**src/rtl/idwt_if.sv**
```systemverilog
// Handshake bundle for the inverse Haar DWT: coefficient pairs in, serial samples out.
// The master side drives the coefficients and out_ready; the slave side is the idwt block.
interface idwt_if;
  logic signed [7:0] avg_in;
  logic signed [7:0] diff_in;
  logic              in_valid;
  logic              in_ready;
  logic signed [7:0] sample_out;
  logic              out_valid;
  logic              out_ready;
  logic [7:0]        sat_count;
  logic              busy;

  modport master (
    output avg_in, diff_in, in_valid, out_ready,
    input  in_ready, sample_out, out_valid, sat_count, busy
  );

  modport slave (
    input  avg_in, diff_in, in_valid, out_ready,
    output in_ready, sample_out, out_valid, sat_count, busy
  );
endinterface

```
**src/rtl/idwt.sv**
```systemverilog
// Single-level inverse Haar DWT: buffers (avg, diff) pairs, emits saturated avg+diff
// then avg-diff, one sample per accepted output beat.
module idwt #(
  parameter int PAIR_DEPTH = 4
) (
  input logic   clk,
  input logic   rst_n,
  idwt_if.slave bus
);

  localparam int PTR_W = (PAIR_DEPTH > 1) ? $clog2(PAIR_DEPTH) : 1;
  localparam int CNT_W = PTR_W + 1;
  localparam logic [CNT_W-1:0] FULL_CNT = CNT_W'(PAIR_DEPTH);

  typedef enum logic [1:0] {
    ST_EMPTY  = 2'd0,
    ST_FIRST  = 2'd1,
    ST_SECOND = 2'd2
  } state_e;

  // Clamp a 9-bit signed result to 8 bits; MSB of the return flags a clamp.
  function automatic logic [8:0] sat_fn(input logic signed [8:0] v);
    logic [8:0] r;
    if (v > 9'sd127) begin
      r = {1'b1, 8'h7F};
    end else if (v < -9'sd128) begin
      r = {1'b1, 8'h80};
    end else begin
      r = {1'b0, v[7:0]};
    end
    return r;
  endfunction

  logic [15:0]      mem_q [PAIR_DEPTH];
  logic [PTR_W-1:0] wr_ptr_q, rd_ptr_q;
  logic [CNT_W-1:0] count_q, count_d;
  logic             in_ready_q, busy_q;

  state_e           state_q;
  logic [7:0]       sample_q, hold_q, sat_cnt_q, sat_cnt_d;
  logic             out_valid_q;

  logic             push_s, pop_s, stage_busy_s;
  logic [15:0]      head_s;
  logic signed [8:0] s1_wide_s, s2_wide_s;
  logic [8:0]       s1_sat_s, s2_sat_s;
  logic [1:0]       sat_inc_s;
  logic [8:0]       sat_sum_s;

  // Handshake decode, pair arithmetic and next occupancy.
  always_comb begin
    push_s = bus.in_valid && in_ready_q;
    case (state_q)
      ST_EMPTY:  pop_s = (count_q != {CNT_W{1'b0}});
      ST_SECOND: pop_s = bus.out_ready && (count_q != {CNT_W{1'b0}});
      default:   pop_s = 1'b0;
    endcase

    // The output stage stays occupied unless it is draining its second sample with nothing to refill.
    stage_busy_s = pop_s || (state_q == ST_FIRST) ||
                   ((state_q == ST_SECOND) && !bus.out_ready);

    head_s    = mem_q[rd_ptr_q];
    s1_wide_s = $signed({head_s[15], head_s[15:8]}) + $signed({head_s[7], head_s[7:0]});
    s2_wide_s = $signed({head_s[15], head_s[15:8]}) - $signed({head_s[7], head_s[7:0]});
    s1_sat_s  = sat_fn(s1_wide_s);
    s2_sat_s  = sat_fn(s2_wide_s);

    sat_inc_s = {1'b0, s1_sat_s[8]} + {1'b0, s2_sat_s[8]};
    sat_sum_s = {1'b0, sat_cnt_q} + {7'd0, sat_inc_s};
    if (sat_sum_s > 9'd255) begin
      sat_cnt_d = 8'd255;
    end else begin
      sat_cnt_d = sat_sum_s[7:0];
    end

    case ({push_s, pop_s})
      2'b10:   count_d = count_q + CNT_W'(1);
      2'b01:   count_d = count_q - CNT_W'(1);
      default: count_d = count_q;
    endcase
  end

  // Pair FIFO storage, pointers, and the registered in_ready/busy flags.
  always_ff @(posedge clk or negedge rst_n) begin
    if (!rst_n) begin
      for (int i = 0; i < PAIR_DEPTH; i++) begin
        mem_q[i] <= 16'd0;
      end
      wr_ptr_q   <= {PTR_W{1'b0}};
      rd_ptr_q   <= {PTR_W{1'b0}};
      count_q    <= {CNT_W{1'b0}};
      in_ready_q <= 1'b1;
      busy_q     <= 1'b0;
    end else begin
      if (push_s) begin
        mem_q[wr_ptr_q] <= {bus.avg_in, bus.diff_in};
        wr_ptr_q        <= wr_ptr_q + PTR_W'(1);
      end
      if (pop_s) begin
        rd_ptr_q <= rd_ptr_q + PTR_W'(1);
      end
      count_q    <= count_d;
      in_ready_q <= (count_d != FULL_CNT);
      busy_q     <= (count_d != {CNT_W{1'b0}}) || stage_busy_s;
    end
  end

  // Output FSM: loads s1 to the output and s2 to the hold register on each pop.
  always_ff @(posedge clk or negedge rst_n) begin
    if (!rst_n) begin
      state_q     <= ST_EMPTY;
      sample_q    <= 8'd0;
      hold_q      <= 8'd0;
      out_valid_q <= 1'b0;
      sat_cnt_q   <= 8'd0;
    end else begin
      case (state_q)
        ST_EMPTY: begin
          if (pop_s) begin
            state_q     <= ST_FIRST;
            sample_q    <= s1_sat_s[7:0];
            hold_q      <= s2_sat_s[7:0];
            out_valid_q <= 1'b1;
            sat_cnt_q   <= sat_cnt_d;
          end
        end
        ST_FIRST: begin
          if (bus.out_ready) begin
            state_q  <= ST_SECOND;
            sample_q <= hold_q;
          end
        end
        ST_SECOND: begin
          if (bus.out_ready) begin
            if (pop_s) begin
              state_q     <= ST_FIRST;
              sample_q    <= s1_sat_s[7:0];
              hold_q      <= s2_sat_s[7:0];
              out_valid_q <= 1'b1;
              sat_cnt_q   <= sat_cnt_d;
            end else begin
              state_q     <= ST_EMPTY;
              out_valid_q <= 1'b0;
            end
          end
        end
        default: begin
          state_q     <= ST_EMPTY;
          out_valid_q <= 1'b0;
        end
      endcase
    end
  end

  assign bus.in_ready   = in_ready_q;
  assign bus.sample_out = sample_q;
  assign bus.out_valid  = out_valid_q;
  assign bus.sat_count  = sat_cnt_q;
  assign bus.busy       = busy_q;

endmodule

```
**src/flat_wrapper.sv**
```systemverilog
// flat-port wrapper written by rule: the top's interface ports become plain ports
module idwt_flat 
#(
  parameter int PAIR_DEPTH = 4
)
  (clk, rst_n, bus_avg_in, bus_diff_in, bus_in_valid, bus_out_ready, bus_in_ready, bus_sample_out, bus_out_valid, bus_sat_count, bus_busy);
  idwt_if bus_i ();
  input logic clk;
  input logic rst_n;
  input wire logic [$bits(bus_i.avg_in)-1:0] bus_avg_in;
  input wire logic [$bits(bus_i.diff_in)-1:0] bus_diff_in;
  input wire logic [$bits(bus_i.in_valid)-1:0] bus_in_valid;
  input wire logic [$bits(bus_i.out_ready)-1:0] bus_out_ready;
  output wire logic [$bits(bus_i.in_ready)-1:0] bus_in_ready;
  output wire logic [$bits(bus_i.sample_out)-1:0] bus_sample_out;
  output wire logic [$bits(bus_i.out_valid)-1:0] bus_out_valid;
  output wire logic [$bits(bus_i.sat_count)-1:0] bus_sat_count;
  output wire logic [$bits(bus_i.busy)-1:0] bus_busy;
  assign bus_i.avg_in = bus_avg_in;
  assign bus_i.diff_in = bus_diff_in;
  assign bus_i.in_valid = bus_in_valid;
  assign bus_i.out_ready = bus_out_ready;
  assign bus_in_ready = bus_i.in_ready;
  assign bus_sample_out = bus_i.sample_out;
  assign bus_out_valid = bus_i.out_valid;
  assign bus_sat_count = bus_i.sat_count;
  assign bus_busy = bus_i.busy;
  idwt #(.PAIR_DEPTH(PAIR_DEPTH)) u_core (.clk(clk), .rst_n(rst_n), .bus(bus_i));
endmodule
```
**config.mk**
```make
export PLATFORM = sky130hd
export DESIGN_NAME = idwt_flat
export DESIGN_NICKNAME = d
export VERILOG_FILES = /design/src/rtl/idwt_if.sv /design/src/rtl/idwt.sv /design/src/flat_wrapper.sv
export SDC_FILE = /design/constraint.sdc
export NUM_CORES = 1
export LEC_CHECK = 0
export BUFFER_PORTS_ARGS = -buffer_cell sky130_fd_sc_hd__buf_4
export CAP_MARGIN = 20
export CORE_ASPECT_RATIO = 1.75
export CORE_MARGIN = 8
export CORE_UTILIZATION = 30
export CTS_BUF_LIST = sky130_fd_sc_hd__clkbuf_16
export DETAILED_ROUTE_END_ITERATION = 10
export PLACE_DENSITY = 0.54
export SLEW_MARGIN = 20
export SYNTH_ARGS = -nofsm -noshare
export SYNTH_HDL_FRONTEND = slang
export SYNTH_SLANG_ARGS = --single-unit
```
**constraint.sdc**
```tcl
create_clock -name clk -period 12 [get_ports clk]
set_input_delay 0.6 -clock clk [delete_from_list [all_inputs] [get_ports clk]]
set_output_delay 0.6 -clock clk [all_outputs]
set_load 0.02 [all_outputs]
```
==> impl_results.md <==
* Diode count at 0
* CP bufs+invs at 0
* Tightest Pin Transition at 1.05 ns
* Setup CP Type: reg2reg
* Crit path capture type: flop
* Max Cap Viol at 0
* Final Net Count at 516
* Worst min path class: in2async
* Cell family with most CP delay: adder cells
* Startpoint Class: flop
* Syn-to-layout area delta at 15.2%
* Largest net degree at the start of global routing at 80
* Avg Inst Size Synth at 12.3 um^2
* Worst skew pair latency at 0.34 ns
* CTS Hold Buffers Added at 0
* Post-synth EDFFs at 0
* Post-Synthesis Cell Area at 5390 um^2
* Drt wl/cell at 16.4 um
* Clk_skew at 0.00681 ns
* Core box area at 17,800 um^2
* DR vias at 3,420
* Max-slew headroom at 0.295
* CP max stage delay at 0.91 ns
* Final Setup Violations at 0
* First-pass GRT wire length at 19.4 mm
* Syn. warnings at 0
* GR Overflow Total at 0
* Final Cycle Share at 0.364
* Multi-input combinational cell area at roughly 2700 um^2
* Ys async rst share at 1.00
* Die Span Y at around 190 um
* Slowest-stage cell, CP: dfrtp_1
* Crit-path max FO at 17
* Starting Density at 0.302
* Final WL at 11.6 mm
* Initial antenna violation count at 0
* Vias per cell at 4.82
* I/O pin count at 39
* CTS Buf Count at 9
* Post-route DRC at 0
* Cell count after synthesis at 439
* Hold Fails Final Rpt at 0
* CP Data Arrival Time at 4.59 ns
* Num rows at 65
* Status: finished, final reports clean
* Port bufs at 38
* Fillers at 1,769
* CTS Sinks at 100
* Worst-path clk slew at 0.07 ns
* Post-CTS setup buffers at 0
* Max Fclk at around 230 MHz
* Hpwl dp at 8.74 mm
* Net Count, Synth at slightly below 500
* Initial detailed-routing violation count at 104
* Number of global-route vias before repair at 3,752
* Worst Setup SP: u_core.rd_ptr_q[1]
* Flops & latches, synth at 100
* Pins over their slew limit at 0
* Post-synthesis cell type count at 59
* Fin crit period at 4.37 ns
* Worst R2R Start: u_core.rd_ptr_q[1]
* Register area at 2500 um^2
* DRT antenna net count at 0
* CTS tree: yes
* Clk buf depth at 2
* Die width at roughly 120 um
* Critical Path RT at 12.23 ns
* Clock root buffer: clkbuf_16
* Die ar. at 22,700 um^2
* GRT Overall Usage at 0.109
* Worst-path cell chain: mux4_2 -> ha_1 -> fa_1 -> nor2b_2 -> nor3_1 -> o41ai_4 -> a21oi_2 -> xnor2_1 -> fa_1 -> ha_1 -> nand4_1 -> or2_2 -> nand3_1
* Unrepaired setup endpoints after global routing: no
* DRT Pass-1 Iters at 4
* H-tree depth at 3
* Post-CTS sizing at 0
* Most used DFF post-synth: dfrtp_1
* Seq/Total Area, Yosys at 0.465
* Sum Neg Setup Slack at 0 ns
* Share of layout cells above drive strength 1 at 0.337
* GPL Wtd Cong at 0.830
==> synth_stat cells, types with 9 or more instances <==
library cell	instances	area (um^2)
nor2_1	23	86.3
mux2_2	65	732
inv_1	18	67.6
nand3_1	10	50.1
mux4_2	16	360
o21ai_0	9	45.0
nor3_1	9	45.0
clkbuf_1	11	41.3
ha_1	22	275
dfrtp_1	99	2480
xnor2_1	12	105
xor2_1	11	96.3
a21oi_1	17	85.1
nand2_1	29	109
==> routing by layer <==
layer | share of wire | global-route usage | up-vias
met5 | 0 | 0 | -
met3 | 0.030 | 0.0187 | 12
met4 | 0.020 | 0.0420 | 0
li1 | - | - | 1630
met1 | 0.39 | 0.116 | 1738
met2 | 0.56 | 0.204 | 40
==> cells by family after synthesis <==
| kind of cell | synth area share |
|---|---|
| multiplexers | 0.203 |
| AO/OA/AOI/OAI | 0.0936 |
| adder cells (fa/ha/maj) | 0.0734 |
| buffers and inverters | 0.0328 |
| AND/OR/NAND/NOR | 0.0922 |
| XOR/XNOR | 0.0404 |
| flip-flops | 0.465 |
==> cells in the final DEF (no fill, tap or decap), drive strengths merged, types with 2 or more instances in the layout <==
master,Yosys,final
dfrtp,99,99
mux2,65,65
buf,10,41
nand2,31,31
nor2,24,24
inv,19,23
ha,22,22
a21oi,19,19
mux4,16,16
xnor2,13,13
o21ai,12,12
xor2,11,11
nand3,10,10
nor3,10,10
clkbuf,11,9
nor2b,9,9
a211o,5,5
o21a,4,4
maj3,4,4
a311o,4,4
fa,4,4
a22oi,3,3
and3,3,3
a31oi,3,3
nand2b,2,2
nor4,2,2
o31ai,2,2
o22ai,2,2
o21bai,2,2
a211oi,2,2
nand4,2,2
a21o,2,2
clkinv,0,2
==> state kept, by name, indices dropped and copies added, names as in the netlist <==
name and count:
u_core.bus.sample_out 8, u_core.bus.busy 1, u_core.mem_q 64, u_core.hold_q 8, u_core.count_q 3, u_core.wr_ptr_q 2
u_core.state_q 2, u_core.bus.out_valid 1, u_core.rd_ptr_q 2, u_core.bus.sat_count 8, u_core.bus.in_ready 1
==> final timing paths <==
| kind | cells after the start | slack [ns] | endpoint |
|---|---|---|---|
| min | 1 | 0.13 | u_core.mem_q[19] |
| min reg2reg | 2 | 0.48 | u_core.hold_q[2] |
| max reg2reg | 13 | 7.63 | u_core.bus.sat_count[1] |
| max | 13 | 7.63 | u_core.bus.sat_count[1] |
| max in group asynchronous | 2 | 10.89 | u_core.mem_q[30] |
| min in group clk | 2 | 0.48 | u_core.hold_q[2] |
==> per-stage QoR <==
stage	utilization	cells	area, um^2	hold WS [ns]	setup slack (ns)
floorplan	-	439	5390	0.304	7.71
global placement	0.330	693	5880	0.472	7.68
detailed placement	0.330	693	5880	0.471	7.59
CTS	0.348	709	6200	0.130	7.58
global route	0.348	709	6200	0.147	7.32
finish	0.348	709	6200	0.132	7.63
==> area by class of cell <==
cell class | instances | area share
multi-input combinational | 299 | 0.436
clock buffer | 9 | 0.0363
clock inverter | 7 | 0.0149
inverter | 19 | 0.0115
tap | 234 | 0.0472
sequential | 100 | 0.404
timing repair buffer | 41 | 0.0502
Power is not shown: default switching activity piles up to over one toggle a cycle in this logic, so the estimate is an artifact.
